[config.mk]
export PLATFORM = sky130hd
export DESIGN_NAME = rv_fetch_aligner
export DESIGN_NICKNAME = d
export VERILOG_FILES = /design/src/rtl/rv_fetch_aligner_pkg.sv /design/src/rtl/rv_halfword_queue.sv /design/src/rtl/rv_fetch_aligner.sv
export SDC_FILE = /design/constraint.sdc
export NUM_CORES = 1
export LEC_CHECK = 0
export CAP_MARGIN = 20
export CORE_MARGIN = 1.5
export CORE_UTILIZATION = 50
export DETAILED_ROUTE_END_ITERATION = 10
export GPL_TIMING_DRIVEN = 0
export MAX_ROUTING_LAYER = met4
export PLACE_DENSITY = 0.81
export RECOVER_POWER = 50
export SETUP_SLACK_MARGIN = 0.3
export SYNTH_ARGS = -nofsm -noshare
export SYNTH_HDL_FRONTEND = slang
export SYNTH_HIERARCHICAL = 1
export SYNTH_SLANG_ARGS = --single-unit
[constraint.sdc]
create_clock -name clock -period 3.8 [get_ports clock]
set_input_delay 0.76 -clock clock [delete_from_list [all_inputs] [get_ports clock]]
set_output_delay 0.76 -clock clock [all_outputs]
set_load 0.005 [all_outputs]
[src/rtl/rv_fetch_aligner_pkg.sv]
// -----------------------------------------------------------------------------
// rv_fetch_aligner_pkg
// Shared types and helpers for the fetch aligner and its halfword queue.
//   hword_t        : one 16-bit instruction parcel
//   hq_cnt_t       : occupancy of the 3-entry halfword queue (EMPTY..THREE)
//   hq_push_t      : push request, 0..2 halfwords, hw[0] is the lower address
//   xlen_of()      : XLEN selected by the rv64 parameter
//   is_compressed(): RVC parcel test, shared with the decompressing decoder
// -----------------------------------------------------------------------------
package rv_fetch_aligner_pkg;

   typedef logic [15:0] hword_t;
   typedef logic [1:0]  hq_cnt_t;

   localparam hq_cnt_t CNT_EMPTY = 2'd0;
   localparam hq_cnt_t CNT_ONE   = 2'd1;
   localparam hq_cnt_t CNT_TWO   = 2'd2;
   localparam hq_cnt_t CNT_THREE = 2'd3;

   typedef struct packed {
      logic [1:0]       n;   // number of halfwords pushed (0..2)
      hword_t [1:0]     hw;  // hw[0] is appended first
   } hq_push_t;

   function automatic int unsigned xlen_of(input bit rv64);
      return rv64 ? 64 : 32;
   endfunction

   // A parcel whose two low bits are not 2'b11 is a complete 16-bit instruction.
   function automatic logic is_compressed(input hword_t h);
      return h[1:0] != 2'b11;
   endfunction

endpackage

[src/rtl/rv_halfword_queue.sv]
// -----------------------------------------------------------------------------
// rv_halfword_queue
// Three-entry shift queue of instruction halfwords. Each cycle it can drop
// 0..2 halfwords from the head and then append 0..2 halfwords at the tail.
// Ports:
//   clock, reset : core clock, async active-high reset (empties the queue)
//   flush_i      : discard all content at the next edge (takes priority)
//   pop_i        : halfwords removed from the head this cycle (<= count_o)
//   push_i       : halfwords appended after the pop
//   count_o      : current occupancy
//   hq0_o, hq1_o : oldest and second-oldest entries
// -----------------------------------------------------------------------------
module rv_halfword_queue
   import rv_fetch_aligner_pkg::*;
(
   input  logic      clock,
   input  logic      reset,
   input  logic      flush_i,
   input  logic [1:0] pop_i,
   input  hq_push_t  push_i,
   output hq_cnt_t   count_o,
   output hword_t    hq0_o,
   output hword_t    hq1_o
);

   hword_t [2:0] hq_q, hq_d;
   hq_cnt_t      cnt_q, cnt_d;

   hq_cnt_t      base;
   hword_t [2:0] shifted;
   hword_t [2:0] keep;
   hword_t [2:0] push_vec;
   hword_t [2:0] appended;

   always_comb begin
      // Occupancy left after the pop; new parcels land right behind it.
      base    = cnt_q - pop_i;
      shifted = hq_q >> {pop_i, 4'b0000};

      // Entries at or beyond 'base' hold stale data and must not leak in.
      case (base)
         CNT_EMPTY: keep = '0;
         CNT_ONE:   keep = 48'h0000_0000_ffff;
         CNT_TWO:   keep = 48'h0000_ffff_ffff;
         default:   keep = '1;
      endcase

      push_vec    = '0;
      push_vec[0] = (push_i.n != 2'd0) ? push_i.hw[0] : '0;
      push_vec[1] = (push_i.n == 2'd2) ? push_i.hw[1] : '0;
      appended    = push_vec << {base, 4'b0000};

      hq_d  = (shifted & keep) | appended;
      cnt_d = base + push_i.n;
      if (flush_i) begin
         cnt_d = CNT_EMPTY;
      end
   end

   always_ff @(posedge clock or posedge reset) begin
      if (reset) begin
         hq_q  <= '0;
         cnt_q <= CNT_EMPTY;
      end else begin
         hq_q  <= hq_d;
         cnt_q <= cnt_d;
      end
   end

   assign count_o = cnt_q;
   assign hq0_o   = hq_q[0];
   assign hq1_o   = hq_q[1];

endmodule

[src/rtl/rv_fetch_aligner.sv]
// -----------------------------------------------------------------------------
// rv_fetch_aligner
// Turns a stream of 32-bit aligned fetch words into whole RVC/RV32 instructions
// with their PC. 32-bit instructions may straddle two fetch words; redirects to
// halfword-aligned targets drop the low parcel of the first word fetched.
// Ports:
//   clock, reset                  : core clock, async active-high reset
//   in_valid/in_ready/in_data     : fetch word stream, [15:0] = lower address
//   out_valid/out_ready           : instruction handshake toward the decoder
//   out_instr                     : instruction, RVC zero-extended in [31:16]
//   out_pc                        : address of out_instr
//   redirect_valid/redirect_pc    : flush and restart at redirect_pc
// -----------------------------------------------------------------------------
module rv_fetch_aligner
   import rv_fetch_aligner_pkg::*;
#(
   parameter bit          rv64     = 1'b1,
   parameter logic [63:0] RESET_PC = 64'h0,
   localparam int unsigned XLEN    = xlen_of(rv64)
)(
   input  logic            clock,
   input  logic            reset,
   input  logic            in_valid,
   output logic            in_ready,
   input  logic [31:0]     in_data,
   output logic            out_valid,
   input  logic            out_ready,
   output logic [31:0]     out_instr,
   output logic [XLEN-1:0] out_pc,
   input  logic            redirect_valid,
   input  logic [XLEN-1:0] redirect_pc
);

   logic [XLEN-1:0] pc_q, pc_d;
   logic            drop_low_q, drop_low_d;

   hq_cnt_t  count;
   hword_t   hq0, hq1;
   logic     hq0_c;
   logic     fire;
   logic [1:0] consumed;
   logic     push_fire;
   hq_push_t push;

   rv_halfword_queue u_hq (
      .clock   (clock),
      .reset   (reset),
      .flush_i (redirect_valid),
      .pop_i   (consumed),
      .push_i  (push),
      .count_o (count),
      .hq0_o   (hq0),
      .hq1_o   (hq1)
   );

   assign hq0_c = is_compressed(hq0);

   // Only registered queue state feeds the output side; in_data never reaches
   // out_instr in the same cycle.
   assign out_valid = !redirect_valid &&
                      ((count >= CNT_TWO) || (count == CNT_ONE && hq0_c));
   assign out_instr = out_valid ? (hq0_c ? {16'h0000, hq0} : {hq1, hq0}) : 'x;
   assign out_pc    = pc_q;

   assign fire     = out_valid && out_ready;
   assign consumed = fire ? (hq0_c ? 2'd1 : 2'd2) : 2'd0;

   // Room for a full word exists once at most one parcel remains after this
   // cycle's consume, so the queue never exceeds three entries.
   assign in_ready  = !redirect_valid && ((count - consumed) <= 2'd1);
   assign push_fire = in_valid && in_ready;

   always_comb begin
      push.n     = 2'd0;
      push.hw[0] = in_data[15:0];
      push.hw[1] = in_data[31:16];
      if (push_fire) begin
         if (drop_low_q) begin
            push.n     = 2'd1;
            push.hw[0] = in_data[31:16];
         end else begin
            push.n     = 2'd2;
         end
      end
   end

   always_comb begin
      pc_d       = pc_q + {{(XLEN-3){1'b0}}, consumed, 1'b0};
      drop_low_d = drop_low_q && !push_fire;
      if (redirect_valid) begin
         pc_d       = {redirect_pc[XLEN-1:1], 1'b0};
         drop_low_d = redirect_pc[1];
      end
   end

   always_ff @(posedge clock or posedge reset) begin
      if (reset) begin
         pc_q       <= {RESET_PC[XLEN-1:1], 1'b0};
         drop_low_q <= RESET_PC[1];
      end else begin
         pc_q       <= pc_d;
         drop_low_q <= drop_low_d;
      end
   end

endmodule

* Yosys cells after proc, flatten, opt, wreduce, memory -nomap -nowiden *
Cells that the tools add are included.

word-level totals
  flip-flop bits (word level) = 115
  latch bits = 0
  bits in writable memories = 0
  memory bits (read-only) = 0
  logic and storage cells = 45
  memories kept = 0

cells by class
  $add $sub $neg = 3
  multipliers = 0
  div/mod/pow operators = 0
  order comparisons = 2
  equal/unequal tests = 5
  shifts and indexed selects = 2
  mux-type cells = 14
  bitwise logic cells = 2
  reductions and logical operators = 11

operator list
  kind                number
  $pmux 48 s3         1
  $add 64x3->64       1
  $mux 16             4
  $mux 32             2
  $mux 64             1
  $and 48x48->48      1
  $or 48x48->48       1
  $shl 32x6->48       1
  $shr 48x6->48       1
  $mux 2              5
  $logic_and 1x1->1   6
  $eq 2x1->1 const B  2
  $eq 2x2->1 const B  2
  $add 2x2->2         1
  $ge 2x2->1 const B  1
  $le 2x1->1 const B  1
  $logic_not 1->1     2
  $logic_not 2->1     1
  $ne 2x2->1 const B  1
  $reduce_bool 2->1   1
  $sub 2x2->2         1
  $logic_or 1x1->1    1
  $mux 1              1

* Logic depth before layout (Yosys ltp) *
Gate-level depths: netlist of run 1.

  word-level depth = 15
  depth in mapped cells = 18

* Modules after synthesis *
The synthesis of run 1 kept the hierarchy.

by module, submodules not included
  module             instances  cells each  area each (µm²)  seq. area each (µm²)
  rv_fetch_aligner   1          520         4391.7           1601.5
  rv_halfword_queue  1          346         3459.6           1251.2

* Least setup slack after synthesis of run 1 *
Ideal clock, no wire load.

  path kind = input to register
  from = input port redirect_valid
  to = register u_hq.hq_q, in the netlist u_hq/hq1_o[10]
  library setup time = 132 ps
  arrival = 3537 ps
  data required time = 3668 ps
  path slack = 132 ps
  stages on the path = 15
  buffers on the path = 4
  cell sequence = clkbuf_1 clkbuf_1 nor2_1 nand2_1 a21oi_1 ha_1 nand3_1 a21oi_1 and3_1 buf_2 buf_2 mux2_2 o21ai_0 o221ai_1 o2bb2ai_1

RTL lines
  item                  RTL line                 text
  start, declared       rv_fetch_aligner.sv:30   input logic redirect_valid,
  end signal, assigned  rv_halfword_queue.sv:65  hq_q <= hq_d;
  end, declared         rv_halfword_queue.sv:26  hword_t [2:0] hq_q, hq_d;

==> results of run 1 <==
==> registers in the layout, indices dropped and copies added, names as in the netlist <==
signal        flops
u_hq/count_o      2
drop_low_q        1
out_pc           63
u_hq/hq0_o       16
u_hq/hq_q        16
u_hq/hq1_o       16
==> area by class of cell <==
class	count	area [µm²]	area share, %
clock inverters	10	203	1.84
inverters	14	55.1	0.501
plain buffers	100	619	5.63
flip-flops and latches	114	2850	25.9
multi-input cells	638	4500	40.9
well taps	211	264	2.40
repair buffers	206	2040	18.5
clock buffers	22	474	4.31
==> cell families after synthesis <==
group	after synthesis
other	1
xor gates and xnor gates	39
buffers and inverters	114
adders and majority gates	6
and+or+nand+nor	315
AOI/OAI and AO/OA	203
DFF	114
muxes	74
==> synthesized netlist by cell type, types with 19 or more instances <==
cell / count / area share, %
mux2_2: 19 / 2.7
nand4_1: 23 / 1.8
a2bb2oi_1: 31 / 3.5
nand3_1: 51 / 3.3
nor2b_1: 23 / 1.8
a31oi_1: 23 / 1.8
clkbuf_1: 47 / 2.2
nor2_1: 28 / 1.3
nand2_1: 87 / 4.2
a21oi_1: 20 / 1.3
xnor2_1: 22 / 2.5
and3_1: 28 / 2.2
dfrtp_1: 114 / 36
mux2i_1: 53 / 6.8
buf_4: 35 / 3.3
o21ai_0: 50 / 3.2
==> path summary, 6_finish.rpt <==
| path | startpoint | endpoint | slack (ns) | cells after the start |
|---|---|---|---|---|
| max | redirect_valid | u_hq/hq1_o[8] | 0.26 | 16 |
| max reg2reg | u_hq/hq0_o[0] | u_hq/hq1_o[8] | 0.29 | 17 |
| min | drop_low_q | drop_low_q | 0.60 | 1 |
| max in group asynchronous | reset | u_hq/hq0_o[0] | 0.64 | 3 |
| min reg2reg | drop_low_q | drop_low_q | 0.60 | 1 |
| min in group asynchronous | reset | u_hq/hq1_o[10] | 0.81 | 2 |
==> worst max-delay path, stage by stage <==
cell       delay [ns]
buf_2            0.18
buf_4            0.20
clkbuf_8         0.18
nor2_4           0.10
nand2_1          0.07
a21oi_1          0.31
ha_2             0.27
nand3_1          0.10
a21oi_2          0.20
and3_1           0.20
buf_6            0.16
buf_12           0.18
mux2_2           0.36
o21ai_2          0.14
o221ai_1         0.18
o2bb2ai_1        0.19
==> timing repair <==
item	4_1_cts	5_1_grt
buffers inserted	1	8
pin swaps	1	5
endpoints found under the hold margin	0	0
setup endpoints to repair	104	66
resized for setup	45	37
==> power by group through the flow <==
stage / Sequential (mW) / Combinational [mW] / Clock (mW)
global route: 1.70 / 2.15 / 1.91
CTS: 1.67 / 1.98 / 1.85
global placement: 1.67 / 1.90 / 0
floorplan: 1.62 / 1.25 / 0
finish: 1.67 / 2.02 / 1.84
detailed placement: 1.68 / 1.94 / 0
==> layer usage <==
metal	vias to the layer above	routed length (µm)
met4	0	806
met1	3871	10500
li1	3657	-
met2	460	12700
met3	78	2470
met5	-	0
==> metrics.yaml, run 1 <==
status: "finished with violations"
violations: "max-capacitance violations, max-slew violations"
fp.dieH_um: 128
synth_area_um2: 7850
p_int_mw: 3.71
slew_headroom_pct: -36.7
num_rows: 45
cts.sinks: 114
synthesis.nets: 973
synth_top_family_by_area: "simple AND/OR/NAND/NOR gates"
ys_seq_area_share_pct: 36.3
grt_antenna_before_repair: 0
synth-compound-area-share_pct: 19.1
synthAdderAreaFrac_pct: 1.05
swShare_pct: 32.9
rsz0062_at_grt: "yes"
syn-instance-count: 866
placed_cells: 1274
grtUsageMet3_pct: 8.97
p_leak_nw: 4.46
power_density_nw_per_um2: 503
grt.met2_usage_pct: 52.3
cts_hold_buf: 0
drc_errors: 0
syn_avg_cell_area_um2: 9.07
syn2layout_area_growth_pct: 40.1
crit_type: "input pin to flop"
die-area_um2: 16500
final_cell_area_um2: 11000
switchingPower_mw: 1.82
path_max_fanout: 20
maxSlewViolCount: 42
drtAntennaViolNets: 0
grt_pass1_vias: 7936
grt_usage_pct: 33.2
cts_root_buffer: "clkbuf_16"
fin_skew_ns: 0.00539
die_x_um: 128
yosys_warnings: 6
cts_made_buffers: 17
top_usage_layer: "met2"
combPwrFrac_pct: 36.5
seq_power_share_pct: 30.2
final_cell_mix: "clkdlybuf4s50_1, dfrtp_1, nand2_1"
yosys.area_share.xor_xnor_pct: 4.54
startpoint_type: "input pin"
setup_slack_ns: 0.264
wl_per_cell_um: 20.2
drive_above_1_share_pct: 15.3
vdd_drop_max_mv: 0.417
fin_crit_ns: 3.54
layout_commonest_cell: "clkdlybuf4s50_1"
dpl_worst_slack_ns: -1.45
clkPwrFrac_pct: 33.2
synth_enable_flop_cells: 0
finalHoldViolCount: 0
endpoint_kind: "flop"
cts_buffer_depth: 2
fin_crit_sh_pct: 93.0
final_core_util_pct: 72.1
grt_max_degree: 65
start_util_pct: 51.5
fmax_mhz: 283
ys.flop_type: "dfrtp_1"
finalSetupTns_ns: 0
met1_usage_pct: 40.0
cts_tree: "built"
required_ns: 4.07
hp-class: "flop to flop"
worstMarginPinSlew_ns: 2.05
final_nets: 1198
placed_area_um2: 10100
critPathArrivalTime_ns: 3.81
synth_seq_cells: 114
grt_pass1_wl_um: 41100
initialDrtViolationCount: 832
instances_no_fill: 1315
drt_pass1_iterations: 8
final-setup-viol-count: 0
htree_num_levels: 4
portBuffers: 196
overflow: 0
timing.hold.ws_ns: 0.597
hpwlAfterDp_um: 18500
drv_cap: 1
clk_latency_ns: 0.42
wl_um: 26500
clk_pin_slew_ns: 0.05
viasPerCell: 6.13
synthArstFlopShare_pct: 100
total_power_mw: 5.54
gp_congestion: 0.926
yosysUniqueCellTypes: 58
fp.coreArea_um2: 15300
synth_mux_area_share_pct: 9.77
io_pins: 199
nFillCells: 1136
synth-simple-area-share_pct: 21.5
diodes: 0
vias: 8066
Power figures use the tool's default switching activity.
==> run 2, diff against run 1 <==
--- a/config.mk
+++ b/config.mk
@@ -6,12 +6,13 @@
 export NUM_CORES = 1
 export LEC_CHECK = 0
 export CAP_MARGIN = 20
+export CORE_ASPECT_RATIO = 0.7
 export CORE_MARGIN = 1.5
-export CORE_UTILIZATION = 50
+export CORE_UTILIZATION = 54
 export DETAILED_ROUTE_END_ITERATION = 10
 export GPL_TIMING_DRIVEN = 0
 export MAX_ROUTING_LAYER = met4
-export PLACE_DENSITY = 0.81
+export PLACE_DENSITY = 0.87
 export RECOVER_POWER = 50
 export SETUP_SLACK_MARGIN = 0.3
 export SYNTH_ARGS = -nofsm -noshare
==> constraint.sdc (replaced) <==
create_clock -name clock -period 4.6 [get_ports clock]
set_input_delay 0.92 -clock clock [delete_from_list [all_inputs] [get_ports clock]]
set_output_delay 0.92 -clock clock [all_outputs]
set_load 0.005 [all_outputs]
==> metrics.yaml, run 2 (synthesized netlist as in run 1, its figures left out) <==
diodes: 0  # unchanged
clk_latency_ns: 0.42  # about the same
dpl_worst_slack_ns: -1.14  # +0.309 ns
worstMarginPinSlew_ns: 2.49  # +0.440 ns
r2r_cells: 15  # -2
slew_headroom_pct: -66.1  # -29 points
cts_tree: "built"
grt_max_degree: 65  # unchanged
crit_top_cell: "buf_2"
whs_path_depth: 1  # unchanged
gp_congestion: 0.994  # +7.4%
grt_antenna_before_repair: 0  # unchanged
wl_per_cell_um: 20.8  # +3.3%
cts.sinks: 114  # unchanged
fin_crit_sh_pct: 90.4
violations: "max-capacitance violations, max-slew violations"
largest_reg_flops: 63  # unchanged
maxSlewViolCount: 102  # +140%
multi_input_area_um2: 4420  # -1.8%
fp.dieH_um: 104  # -19%
rr_endpoint: "u_hq/hq1_o[15]"
startpoint_type: "input pin"
drive_above_1_share_pct: 12.5  # -2.8 points
vdd_drop_max_mv: 0.308  # -26%
drtAntennaViolNets: 0  # unchanged
final-setup-viol-count: 0  # unchanged
hp-class: "flop to flop"
status: "finished with violations"
drv_cap: 2  # +1
crit_type: "input pin to output pin"
die_x_um: 147  # +15%
wl_um: 26800  # +0.94%
overflow: 0  # unchanged
endpoint_kind: "output pin"
cts_setup_buffers: 0  # -1
fp.coreArea_um2: 14100  # -7.9%
regArea_um2: 2850  # unchanged
htree_num_levels: 4  # unchanged
start_util_pct: 55.9  # +4.4 points
initialDrtViolationCount: 859  # +3.2%
path_cells: "buf_2 > clkbuf_4 > buf_2 > nor2_2 > nand2_1 > a21oi_1 > ha_1 > nand3_1 > a21oi_2 > clkdlybuf4s50_1"
portBuffers: 196  # unchanged
crit_family: "buffers and inverters"
layout_commonest_cell: "clkdlybuf4s50_1"
drc_errors: 0  # unchanged
setup_slack_ns: 0.440  # +0.176 ns
vias: 8185  # +1.5%
final_cell_mix: "clkdlybuf4s50_1, dfrtp_1, nand2_1"
viasPerCell: 6.37  # +3.8%
cts_hold_buf: 0  # unchanged
critPathArrivalTime_ns: 3.24  # -0.57 ns
finalSetupTns_ns: 0  # unchanged
drt_pass1_iterations: 7  # -1
clk_pin_slew_ns: 0.05  # about the same
cts_root_buffer: "clkbuf_16"
finalHoldViolCount: 0  # unchanged
grt_usage_pct: 35.9  # +2.8 points
power_density_nw_per_um2: 415  # -18%
io_pins: 199  # unchanged
cp_num_buf_inv: 4  # -1
syn2layout_area_growth_pct: 36.6
fmax_mhz: 240
die-area_um2: 15300  # -7.2%
path_max_fanout: 10  # -50%
nFillCells: 1016  # -11%
num_rows: 36  # -20%
cts_made_buffers: 17  # unchanged
r2r_start: "u_hq/hq0_o[0]"
grt_pass1_wl_um: 42000  # +2.2%
hpwlAfterDp_um: 19000  # +2.6%
worstHoldStart: "drop_low_q"
cts_buffer_depth: 2  # unchanged
rsz0062_at_grt: "no"
p_leak_nw: 4.31  # -3.3%
fin_skew_ns: 0.00982  # +0.00443 ns
crit_path_max_incr_delay_ns: 0.56  # +0.20 ns
worstHoldEndpoint: "drop_low_q"
grt_pass1_vias: 7874  # -0.78%
cpMaxStageDelayCell: "clkdlybuf4s50_1"
reg2reg_slack_ns: 0.61  # +0.32 ns
required_ns: 3.68  # -0.39 ns
fin_crit_ns: 4.16
final_nets: 1189  # -0.75%
cp-startpoint: "redirect_valid"
## run 2: cell count changes in the layout (fill, tap and decap cells not counted), moves of 3 or more
cell	before	now
buf_4	47	35
o21ai_0	39	49
o21ai_2	8	0
clkbuf_1	33	40
clkinv_4	0	4
bufinv_16	6	3
## run 2: power by group
part	internal [mW]	leakage, nW	switching, mW
logic	0.801	2.59	0.849
clock network	0.912	0.301	0.499
registers	1.19	1.42	0.201
## run 2: per-stage QoR
step	cells	total power, mW	area, µm²	hold WS [ns]	utilization [%]
floorplan	866	2.37	7850	0.504	-
global placement	1252	2.97	10100	0.517	71.5
detailed placement	1253	3.00	10100	0.534	71.7
CTS	1285	4.43	10700	0.548	76.3
global route	1285	4.61	10700	0.576	76.3
finish	1285	4.45	10700	0.568	76.3
## run 2: cell type report
cell class / instances / area share (%)
inverter: 14 / 0.490
multi-input combinational: 638 / 41.2
clock buffer: 21 / 4.48
sequential: 114 / 26.6
clock inverter: 11 / 1.42
tap: 190 / 2.22
timing repair buffer: 197 / 18.3
buffer: 100 / 5.32
## run 2: how the worst max path moves through the flow
stage / slack (ns) / endpoint / depth (start not counted)
4_1_cts: 0.31 / in_ready / 10
2_1_floorplan: 0.77 / u_hq/hq1_o[10] / 15
5_1_grt: 0.31 / in_ready / 10
6_report: 0.44 / in_ready / 10
3_3_place_gp: -1.16 / u_hq/hq1_o[7] / 16
3_5_place_dp: -1.14 / u_hq/hq1_o[8] / 16
## run 2: repair_timing
| item | 4_1_cts | 5_1_grt |
|---|---|---|
| resized for setup | 12 | 17 |
| endpoints found under the setup margin | 90 | 32 |
| pin swaps | 0 | 0 |
## run 2: layer usage
metal / up-vias / track usage [%] / part of all wire (%)
li1: 3631 / - / -
met5: - / - / 0
met1: 3913 / 51.2 / 44
met3: 71 / 9.21 / 11
met4: 0 / 12.4 / 2.5
met2: 570 / 49.3 / 43
